File: config.mk
export PLATFORM = sky130hd
export DESIGN_NAME = goldschmidt_div_arbiter
export DESIGN_NICKNAME = d
export VERILOG_FILES = /design/src/rtl/goldschmidt_div_arbiter.sv
export SDC_FILE = /design/constraint.sdc
export NUM_CORES = 1
export LEC_CHECK = 0
export CAP_MARGIN = 30
export CORE_AREA = 2 2 157 159
export DETAILED_ROUTE_END_ITERATION = 8
export DIE_AREA = 0 0 159 161
export GPL_TIMING_DRIVEN = 0
export PLACE_DENSITY = 0.73
export SLEW_MARGIN = 25
export SYNTH_ARGS = -nofsm -noshare
export SYNTH_HDL_FRONTEND = slang
export SYNTH_SLANG_ARGS = --single-unit
File: constraint.sdc
create_clock -name clk -period 3.5 [get_ports clk]
set_input_delay 0.7 -clock clk [delete_from_list [all_inputs] [get_ports clk]]
set_output_delay 0.7 -clock clk [all_outputs]
set_load 0.01 [all_outputs]
File: src/rtl/goldschmidt_div_arbiter.sv
// Round-robin front end for a shared, fixed-latency pipelined Goldschmidt
// divider. One operand pair is accepted per cycle at most. A tag pipeline that
// matches the divider latency carries the requester ID and a divide-by-zero
// flag, so each quotient is steered back to the requester that issued it.
// The divider cannot stall, so responses carry no backpressure.
module goldschmidt_div_arbiter #(
  parameter int NUM_REQ     = 4,
  parameter int ID_W        = 2,
  parameter int DIV_LATENCY = 14,
  parameter int CNT_W       = 5
) (
  input  logic                   clk,
  input  logic                   rst_n,
  input  logic [NUM_REQ-1:0]     req_valid,
  output logic [NUM_REQ-1:0]     req_ready,
  input  logic [32*NUM_REQ-1:0]  req_a,
  input  logic [32*NUM_REQ-1:0]  req_b,
  output logic [31:0]            div_a,
  output logic [31:0]            div_b,
  input  logic [31:0]            div_quotient,
  output logic [NUM_REQ-1:0]     rsp_valid,
  output logic [31:0]            rsp_quotient,
  output logic                   rsp_dbz,
  output logic [CNT_W-1:0]       inflight_count,
  output logic                   idle
);

  typedef struct packed {
    logic            vld;
    logic [ID_W-1:0] id;
    logic            dbz;
  } tag_t;

  // Index of the stage whose contents line up with a valid divider output.
  localparam int LAST = DIV_LATENCY;

  logic [31:0]        w_a_arr [NUM_REQ];
  logic [31:0]        w_b_arr [NUM_REQ];
  logic [NUM_REQ-1:0] w_grant;
  logic [ID_W-1:0]    w_grant_id;
  logic [ID_W-1:0]    w_idx;
  logic               w_accept;
  logic [31:0]        w_sel_a;
  logic [31:0]        w_sel_b;
  logic               w_sel_dbz;
  tag_t               w_last;

  logic [ID_W-1:0]    r_rr;
  logic [31:0]        r_div_a;
  logic [31:0]        r_div_b;
  tag_t               r_tag [LAST+1];
  logic [NUM_REQ-1:0] r_rsp_valid;
  logic [31:0]        r_rsp_quotient;
  logic               r_rsp_dbz;
  logic [CNT_W-1:0]   r_inflight;

  // Unpack the flat operand buses into per-requester words.
  for (genvar g = 0; g < NUM_REQ; g++) begin : g_unpack
    assign w_a_arr[g] = req_a[32*g +: 32];
    assign w_b_arr[g] = req_b[32*g +: 32];
  end

  // Round-robin scan starting at the pointer; the first valid requester wins.
  always_comb begin
    // NOTE: every signal written here gets a default first, so no latch is inferred.
    w_grant    = '0;
    w_grant_id = '0;
    w_accept   = 1'b0;
    w_idx      = '0;
    for (int k = 0; k < NUM_REQ; k++) begin
      w_idx = ID_W'((int'(r_rr) + k) % NUM_REQ);
      if (!w_accept && req_valid[w_idx]) begin
        w_accept       = 1'b1;
        w_grant[w_idx] = 1'b1;
        w_grant_id     = w_idx;
      end
    end
  end

  assign req_ready = w_grant;
  assign w_sel_a   = w_a_arr[w_grant_id];
  assign w_sel_b   = w_b_arr[w_grant_id];
  assign w_sel_dbz = (w_sel_b == 32'd0);
  assign w_last    = r_tag[LAST];

  // Issue: capture the granted operands and advance the round-robin pointer.
  always_ff @(posedge clk or negedge rst_n) begin
    // NOTE: flop state is updated with non-blocking assignments only, so every
    // block sees the pre-edge value of every other register.
    if (!rst_n) begin
      r_div_a <= '0;
      r_div_b <= '0;
      r_rr    <= '0;
    end else if (w_accept) begin
      r_div_a <= w_sel_a;
      // A zero divisor is replaced by 1 so the divider never sees 0; the
      // result is overridden at the response stage anyway.
      r_div_b <= w_sel_dbz ? 32'h0000_0001 : w_sel_b;
      r_rr    <= (w_grant_id == ID_W'(NUM_REQ - 1)) ? '0 : w_grant_id + ID_W'(1);
    end
  end

  // Tag pipeline: shifts every edge, stage 0 records this cycle's acceptance.
  always_ff @(posedge clk or negedge rst_n) begin
    if (!rst_n) begin
      // NOTE: this pipeline is reset (unlike a plain data delay line) because a
      // stale vld bit would fire a response for an operation lost to reset.
      for (int s = 0; s <= LAST; s++) begin
        r_tag[s] <= '0;
      end
    end else begin
      r_tag[0] <= '{vld: w_accept, id: w_grant_id, dbz: w_accept & w_sel_dbz};
      for (int s = 1; s <= LAST; s++) begin
        r_tag[s] <= r_tag[s-1];
      end
    end
  end

  // Response: steer the divider output back to its originating requester.
  always_ff @(posedge clk or negedge rst_n) begin
    if (!rst_n) begin
      r_rsp_valid    <= '0;
      r_rsp_quotient <= '0;
      r_rsp_dbz      <= 1'b0;
    end else begin
      r_rsp_valid <= w_last.vld ? (NUM_REQ'(1) << w_last.id) : '0;
      r_rsp_dbz   <= w_last.vld & w_last.dbz;
      if (w_last.vld) begin
        r_rsp_quotient <= w_last.dbz ? 32'hFFFF_FFFF : div_quotient;
      end
    end
  end

  // In-flight counter: acceptances in, responses out.
  always_ff @(posedge clk or negedge rst_n) begin
    if (!rst_n) begin
      r_inflight <= '0;
    end else begin
      case ({w_accept, w_last.vld})
        2'b10:   r_inflight <= r_inflight + CNT_W'(1);
        2'b01:   r_inflight <= r_inflight - CNT_W'(1);
        default: r_inflight <= r_inflight;
      endcase
    end
  end

  assign div_a          = r_div_a;
  assign div_b          = r_div_b;
  assign rsp_valid      = r_rsp_valid;
  assign rsp_quotient   = r_rsp_quotient;
  assign rsp_dbz        = r_rsp_dbz;
  assign inflight_count = r_inflight;
  assign idle           = (r_inflight == '0) && (req_valid == '0);

endmodule

==> results of run 1 <==
[state kept, by name (all words and copies together), names as in the netlist]
name	cells
r_tag	60
div_a	32
div_b	32
rsp_quotient	32
inflight_count	5
rsp_valid	4
r_rr	2
rsp_dbz	1
[cells by family (layout without fill, tap and decap cells)]
logic type               count (synthesis)  count (layout)  share of synthesized area
multiplexers                           198             198                     0.2573
flip-flops                             168             168                     0.5092
AND/OR/NAND/NOR                        144             144                    0.08411
AO/OA/AOI/OAI                          119             119                    0.09289
buffers and inverters                   55             506                    0.03561
adder cells (fa/ha/maj)                  9               9                    0.01455
XOR/XNOR                                 6               6                   0.006366
other                                    0               1                          0
[power by group]
group	switching, mW	leakage, nW	total [mW]	internal (mW)
clock network	0.888	0.295	1.92	1.03
registers	0.481	1.94	3.37	2.89
logic	3.15	3.33	6.72	3.57
[cell usage in the layout, fill, tap and decap left out, types with 3 or more instances in the layout]
master,instances
clkdlybuf4s50_1,397
dfrtp_1,167
mux2i_1,129
nand2_1,66
o21ai_0,65
mux2_2,64
nor4_1,33
o22a_1,26
nor2_1,23
clkbuf_1,20
buf_2,19
clkbuf_16,17
buf_4,14
buf_6,9
a21oi_1,9
inv_1,6
nand4_1,6
ha_1,6
mux4_2,5
inv_6,4
inv_8,4
a211oi_1,3
buf_8,3
a22oi_1,3
a221o_2,3
xor2_1,3
xnor2_1,3
clkinv_8,3
[per-layer routing]
metal  track usage  vias up  part of all wire
li1              -     3433                 -
met1        0.2666     3624              0.39
met2        0.4342      337              0.52
met3       0.05727       41             0.067
met4       0.08388        0             0.027
met5             0        -                 0
[metrics by stage]
step           instance area, um^2  setup slack, ps  TNS, ps
2_1_floorplan                 8304            21.50        0
4_1_cts                      13510           -101.8   -175.0
3_5_place_dp                 12810           -798.2    -4059
6_report                     13540           -79.42   -93.68
5_1_grt                      13540           -137.7   -249.5
3_3_place_gp                 12750            -5173  -870350
[synth_stat cells (2+ instances only)]
cell type	instances	area (um^2)
and2_1	2	12.51
a21oi_1	9	45.04
a22oi_1	4	30.03
and4_1	2	17.52
ha_1	8	100.1
xor2_1	3	26.28
nor2_1	24	90.09
nor4_1	33	206.5
xnor2_1	3	26.28
o21ai_2	2	17.52
mux4_2	5	112.6
clkbuf_1	20	75.07
nand2_1	66	247.7
mux2i_1	129	1291
o22a_1	26	227.7
dfrtp_1	168	4204
mux2_2	64	720.7
a21o_1	2	15.01
a221o_2	3	33.78
a211oi_1	3	22.52
o21ai_0	65	325.3
nand4_1	6	37.54
inv_1	8	30.03
buf_6	8	90.09
buf_2	17	85.08
[worst max path at each step]
stage / to / startpoint / slack, ps
after detailed placement: idle / req_valid[2] / -800
after floorplan: inflight_count[4]$_DFFE_PN0P_ / r_rr[0]$_DFFE_PN0P_ / 20
after global placement: div_a[22]$_DFFE_PN0P_ / rst_n / -5170
after CTS: idle / r_rr[0]$_DFFE_PN0P_ / -100
final: idle / req_valid[3] / -80
after global routing: idle / r_rr[0]$_DFFE_PN0P_ / -140
[layout make-up]
cell class                      count  area (um^2)
Fill cell                        2125        10430
Sequential cell                   168         4205
Timing Repair Buffer              420         4200
Multi-Input combinational cell    476         3814
Clock buffer                       17        425.4
Tap cell                          324        405.4
Buffer                             45        262.8
Clock inverter                     15        180.2
Inverter                            9        42.54
Antenna cell                        1        2.502
[repair_timing]
item / 4_1_cts / 5_1_grt
hold buffers: 0 / 0
buffers inserted: 13 / 2
pin swaps: 5 / 3
setup endpoints to repair: 8 / 6
resized for setup: 29 / 5
==> results.sh, run 1 <==
export IMPL_crit_type="primary input to primary output"
export IMPL_areaGrowthSynthToFinish_pct=63.96
export IMPL_wl_per_cell_um=20.68
export IMPL_max_cap_violations=0
export IMPL_tritoncts="done"
export IMPL_drcViolationCount=0
export IMPL_num_nets_final=1440
export IMPL_min_period_ps=3579
export IMPL_cellLeakagePower_nw=5.568
export IMPL_final_core_util=0.5650
export IMPL_critical_path_top_delay_family="buffers and inverters"
export IMPL_tightest_slew_ps=851.6
export IMPL_hold_path_class="primary input to async pin"
export IMPL_cts_made_buffers=17
export IMPL_io_buffers=404
export IMPL_ir_worst_vdd_v=0.0004436
export IMPL_fin_skew_ps=16.49
export IMPL_ys_async_sr_fraction=1.000
export IMPL_start_util=0.3446
export IMPL_status="complete, but fails checks"
export IMPL_timing_rr_start="r_rr[0]$_DFFE_PN0P_"
export IMPL_rows=57
export IMPL_fmaxAchievable_ghz=0.2794
export IMPL_die_area_mm2=0.02560
export IMPL_r2r_cells=17
export IMPL_first_global_vias=7966
export IMPL_die_h_um=161
export IMPL_rsz0062_at_grt="yes"
export IMPL_synth_edf_count=0
export IMPL_power_mw=12.01
export IMPL_ys_types=44
export IMPL_syn_avg_cell_area_um2=11.81
export IMPL_cp_start_kind="primary input"
export IMPL_cp_data_required_time_ps=2800
export IMPL_wirelength_um=30500
export IMPL_io_pins=405
export IMPL_path_buf_inv=4
export IMPL_drive_gt1_frac=0.1461
export IMPL_crit_arrival_ps=2880
export IMPL_core_area_mm2=0.02396
export IMPL_slew_headroom=0.4323
export IMPL_fin_crit_sh=1.023
export IMPL_critPathMaxFanout=6
export IMPL_drtIter0Drc=367
export IMPL_drt_first_pass_iters=4
export IMPL_cp_depth=8
export IMPL_cts_root_buf="clkbuf_16"
export IMPL_slowest_stage="mux4_2"
export IMPL_grt_overflow_total=0
export IMPL_netlist_area_mm2=0.008257
export IMPL_clk_path_buf_depth=2
export IMPL_violations="setup timing"
export IMPL_fin_cells=1475
export IMPL_yosysWarnings=0
export IMPL_track_usage=0.2360
export IMPL_setup_violations_final=2
export IMPL_place_gp_congestion=0.8779
export IMPL_place_hpwl_um=24320
export IMPL_insertion_delay_ps=430
export IMPL_place_inst=1429
export IMPL_via_per_inst=5.041
export IMPL_die_width_um=159
export IMPL_whs_ps=145.8
export IMPL_synth_nets=1002
export IMPL_cts_clk_slew_worst_paths_ps=70
export IMPL_p_per_area_mw_per_mm2=886.9
export IMPL_synth_flop_cell="dfrtp_1"
export IMPL_setup_ws_ps=-79.42
export IMPL_grt_start_max_net_pins=76
export IMPL_grt_pass1_wl_um=46000
export IMPL_seq_area_frac_synth=0.5092
export IMPL_antenna_found_initial=1
export IMPL_reg2reg_to="inflight_count[4]$_DFFE_PN0P_"
export IMPL_clock_sinks=168
export IMPL_slew_viol_final=0
export IMPL_cp_end_kind="primary output"
export IMPL_path_cells="clkdlybuf4s50_1, mux4_2, or3_4, nor2_4, buf_8, clkinvlp_4, nor3_2, buf_2"
export IMPL_synth_seq_cells=168
export IMPL_vias=7435
export IMPL_synthCells=699
export IMPL_slowest_delay_ps=520
export IMPL_rrSetupSlack_ps=50
export IMPL_final_hold_viol_count=0
export IMPL_ant_nets=0
export IMPL_cts_htree_levels=4
No activity file was read; power rests on OpenSTA's default activity.
==> run 2: changes to the inputs <==
- SLEW_MARGIN: 25 -> 20
==> results of run 2 <==
No change in the layout: final DEF, timing and power equal those of run 1.
==> run 3: changes to the inputs <==
- ABC_AREA: default -> 1
- CELL_PAD_IN_SITES_DETAIL_PLACEMENT: default -> 2
- CELL_PAD_IN_SITES_GLOBAL_PLACEMENT: default -> 2
- CORE_AREA: 2 2 157 159 -> default
- CORE_MARGIN: default -> 2
- CORE_UTILIZATION: default -> 23
- DIE_AREA: 0 0 159 161 -> default
- PLACE_DENSITY: 0.73 -> default
- PLACE_DENSITY_LB_ADDON: default -> 0.1
- clock period: 3.5 -> 4.6 ns (I/O delays scaled with it)
==> results.sh, run 3 <==
export IMPL_status="finished, final reports clean"
export IMPL_wl_per_cell_um=19.95
export IMPL_grt_overflow_total=0
export IMPL_antenna_found_initial=8
export IMPL_cp_end_kind="primary output"
export IMPL_hold_path_class="primary input to async pin"
export IMPL_ys_async_sr_fraction=1.000
export IMPL_setup_ws_ps=346.2
export IMPL_fin_skew_ps=9.503
export IMPL_seq_power_share=0.215
export IMPL_met2_usage=0.3559
export IMPL_grt_start_max_net_pins=91
export IMPL_slew_viol_final=0
export IMPL_start_util=0.2324
export IMPL_cp_start_kind="primary input"
export IMPL_via_per_inst=4.624
export IMPL_critical_path_top_delay_family="buffers and inverters"
export IMPL_grt_util_met1=0.2531
export IMPL_drive_gt1_frac=0.06081
export IMPL_ant_nets=0
export IMPL_clockPowerShare=0.133
export IMPL_slowest_delay_ps=590
export IMPL_crit_type="primary input to primary output"
export IMPL_whs_ps=268.7
export IMPL_grt_use_met3=0.05520
export IMPL_synth_fa_ha_area_frac=0.01460
export IMPL_synth_top_family_by_area="simple AND/OR/NAND/NOR gates"
export IMPL_rsz0062_at_grt="no"
export IMPL_min_period_ps=4254
export IMPL_synth_top_cells_by_count="nand2_1 (247), nor2_1 (184), dfrtp_1 (168)"
export IMPL_drcViolationCount=0
export IMPL_synth_area_leader_cell="dfrtp_1"
export IMPL_grt_pass1_wl_um=58440
export IMPL_fin_cells=1948
export IMPL_comb_power_share=0.652
export IMPL_critPathMaxFanout=23
export IMPL_crit_arrival_ps=3330
export IMPL_synth_top_cells_by_area="dfrtp_1 (51%), nand2_1 (11%), nor2_1 (8.4%)"
export IMPL_setup_tns_final_ps=0
export IMPL_clock_sinks=168
export IMPL_tightest_slew_ps=676.1
export IMPL_timing_rr_start="r_rr[1]$_DFFE_PN0P_"
export IMPL_final_cell_mix="clkdlybuf4s50_1 (403), nand2_1 (247), nor2_1 (184)"
export IMPL_synthCells=1045
export IMPL_cts_root_buf="clkbuf_16"
export IMPL_cellLeakagePower_nw=5.815
export IMPL_cp_data_required_time_ps=3680
export IMPL_slowest_stage="clkdlybuf4s50_1"
export IMPL_final_hold_viol_count=0
export IMPL_vias=9008
export IMPL_seq_area_frac_synth=0.5110
export IMPL_yosysMostFrequentCell="nand2_1"
export IMPL_core_area_mm2=0.03540
export IMPL_drt_first_pass_iters=4
export IMPL_synth_flop_cell="dfrtp_1"
export IMPL_die_area_mm2=0.03730
export IMPL_fin_crit_sh=0.9247
export IMPL_cts_made_buffers=17
export IMPL_p_per_area_mw_per_mm2=881.2
export IMPL_place_gp_congestion=0.7913
export IMPL_areaGrowthSynthToFinish_pct=64.78
export IMPL_synth_xor_area_frac=0.002129
export IMPL_tritoncts="done"
export IMPL_p_sw_mw=5.916
export IMPL_io_buffers=404
export IMPL_ir_worst_vdd_v=0.0002718
export IMPL_layout_commonest_cell="clkdlybuf4s50_1"
export IMPL_track_usage=0.2080
export IMPL_drtIter0Drc=278
export IMPL_synth_nets=1348
export IMPL_largest_reg_flops=60
export IMPL_path_cells="clkdlybuf4s50_1, inv_1, nand2_1, nand3_1, nand2_2, inv_4, nand2_1, nor3_2, clkbuf_4, inv_4, nor3_1, clkdlybuf4s50_1"
export IMPL_muxShareOfSynthArea=0
export IMPL_fill_cells=4064
export IMPL_yosysWarnings=0
export IMPL_setup_violations_final=0
export IMPL_rows=69
export IMPL_insertion_delay_ps=440
export IMPL_synth_top_cell_area_share=0.5110
export IMPL_clk_path_buf_depth=2
export IMPL_synth_compound_area_share=0.1255
export IMPL_first_global_vias=9937
export IMPL_power_mw=11.95
export IMPL_num_nets_final=1771
export IMPL_cts_hold_buf=0
export IMPL_syn_avg_cell_area_um2=7.872
export IMPL_cts_setup_buffers=0
export IMPL_top_register="r_tag"
export IMPL_die_width_um=193.1
export IMPL_io_pins=405
export IMPL_path_buf_inv=6
export IMPL_die_h_um=193.1
export IMPL_cts_clk_slew_worst_paths_ps=60
export IMPL_place_inst=1912
export IMPL_dpl_worst_slack_ps=-431.5
export IMPL_netlist_area_mm2=0.008227
export IMPL_ys_types=35
export IMPL_cts_htree_levels=4
export IMPL_busiest_layer="met2"
export IMPL_slew_headroom=0.5493
export IMPL_wirelength_um=38860
export IMPL_internal_power_mw=6.030
export IMPL_fmaxAchievable_ghz=0.2351
export IMPL_worstSetupStartpoint="req_valid[3]"
export IMPL_synth_simple_area_share=0.2871
export IMPL_synth_edf_count=0
export IMPL_max_cap_violations=0
export IMPL_swShare=0.4952
export IMPL_place_hpwl_um=30660
export IMPL_synth_seq_cells=168
-- run 3: cell families (layout without fill, tap and decap cells) --
kind of cell / after synthesis / after routing
and+or+nand+nor: 566 / 566
AOI/OAI and AO/OA: 191 / 191
DFF: 168 / 168
buffers and inverters: 109 / 544
adders and majority gates: 9 / 9
xor gates and xnor gates: 2 / 2
other: 0 / 7
-- run 3: per-layer routing --
| metal | routed length [um] | vias up | part of all wire |
|---|---|---|---|
| li1 | - | 4287 | - |
| met1 | 16200 | 4419 | 0.42 |
| met2 | 19260 | 247 | 0.50 |
| met3 | 2416 | 49 | 0.062 |
| met4 | 936 | 6 | 0.024 |
| met5 | 37 | - | 0.00095 |
-- run 3: what timing repair did --
action	4_1_cts	5_1_grt
pin swaps	0	0
cloned	0	0
setup endpoints to repair	1	2
gates resized for setup	0	4
-- run 3: metrics by stage --
step                  util  area, um^2
CTS                 0.3823       13530
global placement    0.3630       12850
finish              0.3830       13560
detailed placement  0.3647       12910
global route        0.3828       13550
floorplan                -        8227
-- run 3: path summary, 6_finish.rpt --
| path | cells after the start | slack, ps | end |
|---|---|---|---|
| hold / removal | 1 | 270 | rsp_quotient[3]$_DFFE_PN0P_ |
| max in group asynchronous | 3 | 3250 | r_tag[22]$_DFF_PN0_ |
| hold reg to reg | 0 | 350 | r_tag[29]$_DFF_PN0_ |
| min in group clk | 0 | 350 | r_tag[29]$_DFF_PN0_ |
| setup reg to reg | 20 | 790 | inflight_count[4]$_DFFE_PN0P_ |
| setup / recovery | 12 | 350 | idle |
-- run 3: power groups by stage --
stage	combinational [mW]	sequential, mW	clock, mW
after CTS	7.99	2.58	1.64
after global routing	8.84	2.66	1.70
after floorplan	4.30	2.74	0
final	7.79	2.57	1.59
after detailed placement	7.97	2.60	0
after global placement	7.77	2.57	0
-- run 3: area by class of cell --
cell class / instances / area [um^2] / area share
repair buffers: 406 / 4104 / 0.3028
plain buffers: 67 / 332.8 / 0.02455
multi-input cells: 768 / 3532 / 0.2606
inverters: 40 / 155.1 / 0.01145
diodes: 7 / 17.52 / 0.001292
clock inverters: 13 / 193.9 / 0.01431
flip-flops and latches: 168 / 4204 / 0.3101
clock buffers: 18 / 439.2 / 0.03240
well taps: 461 / 576.8 / 0.04255
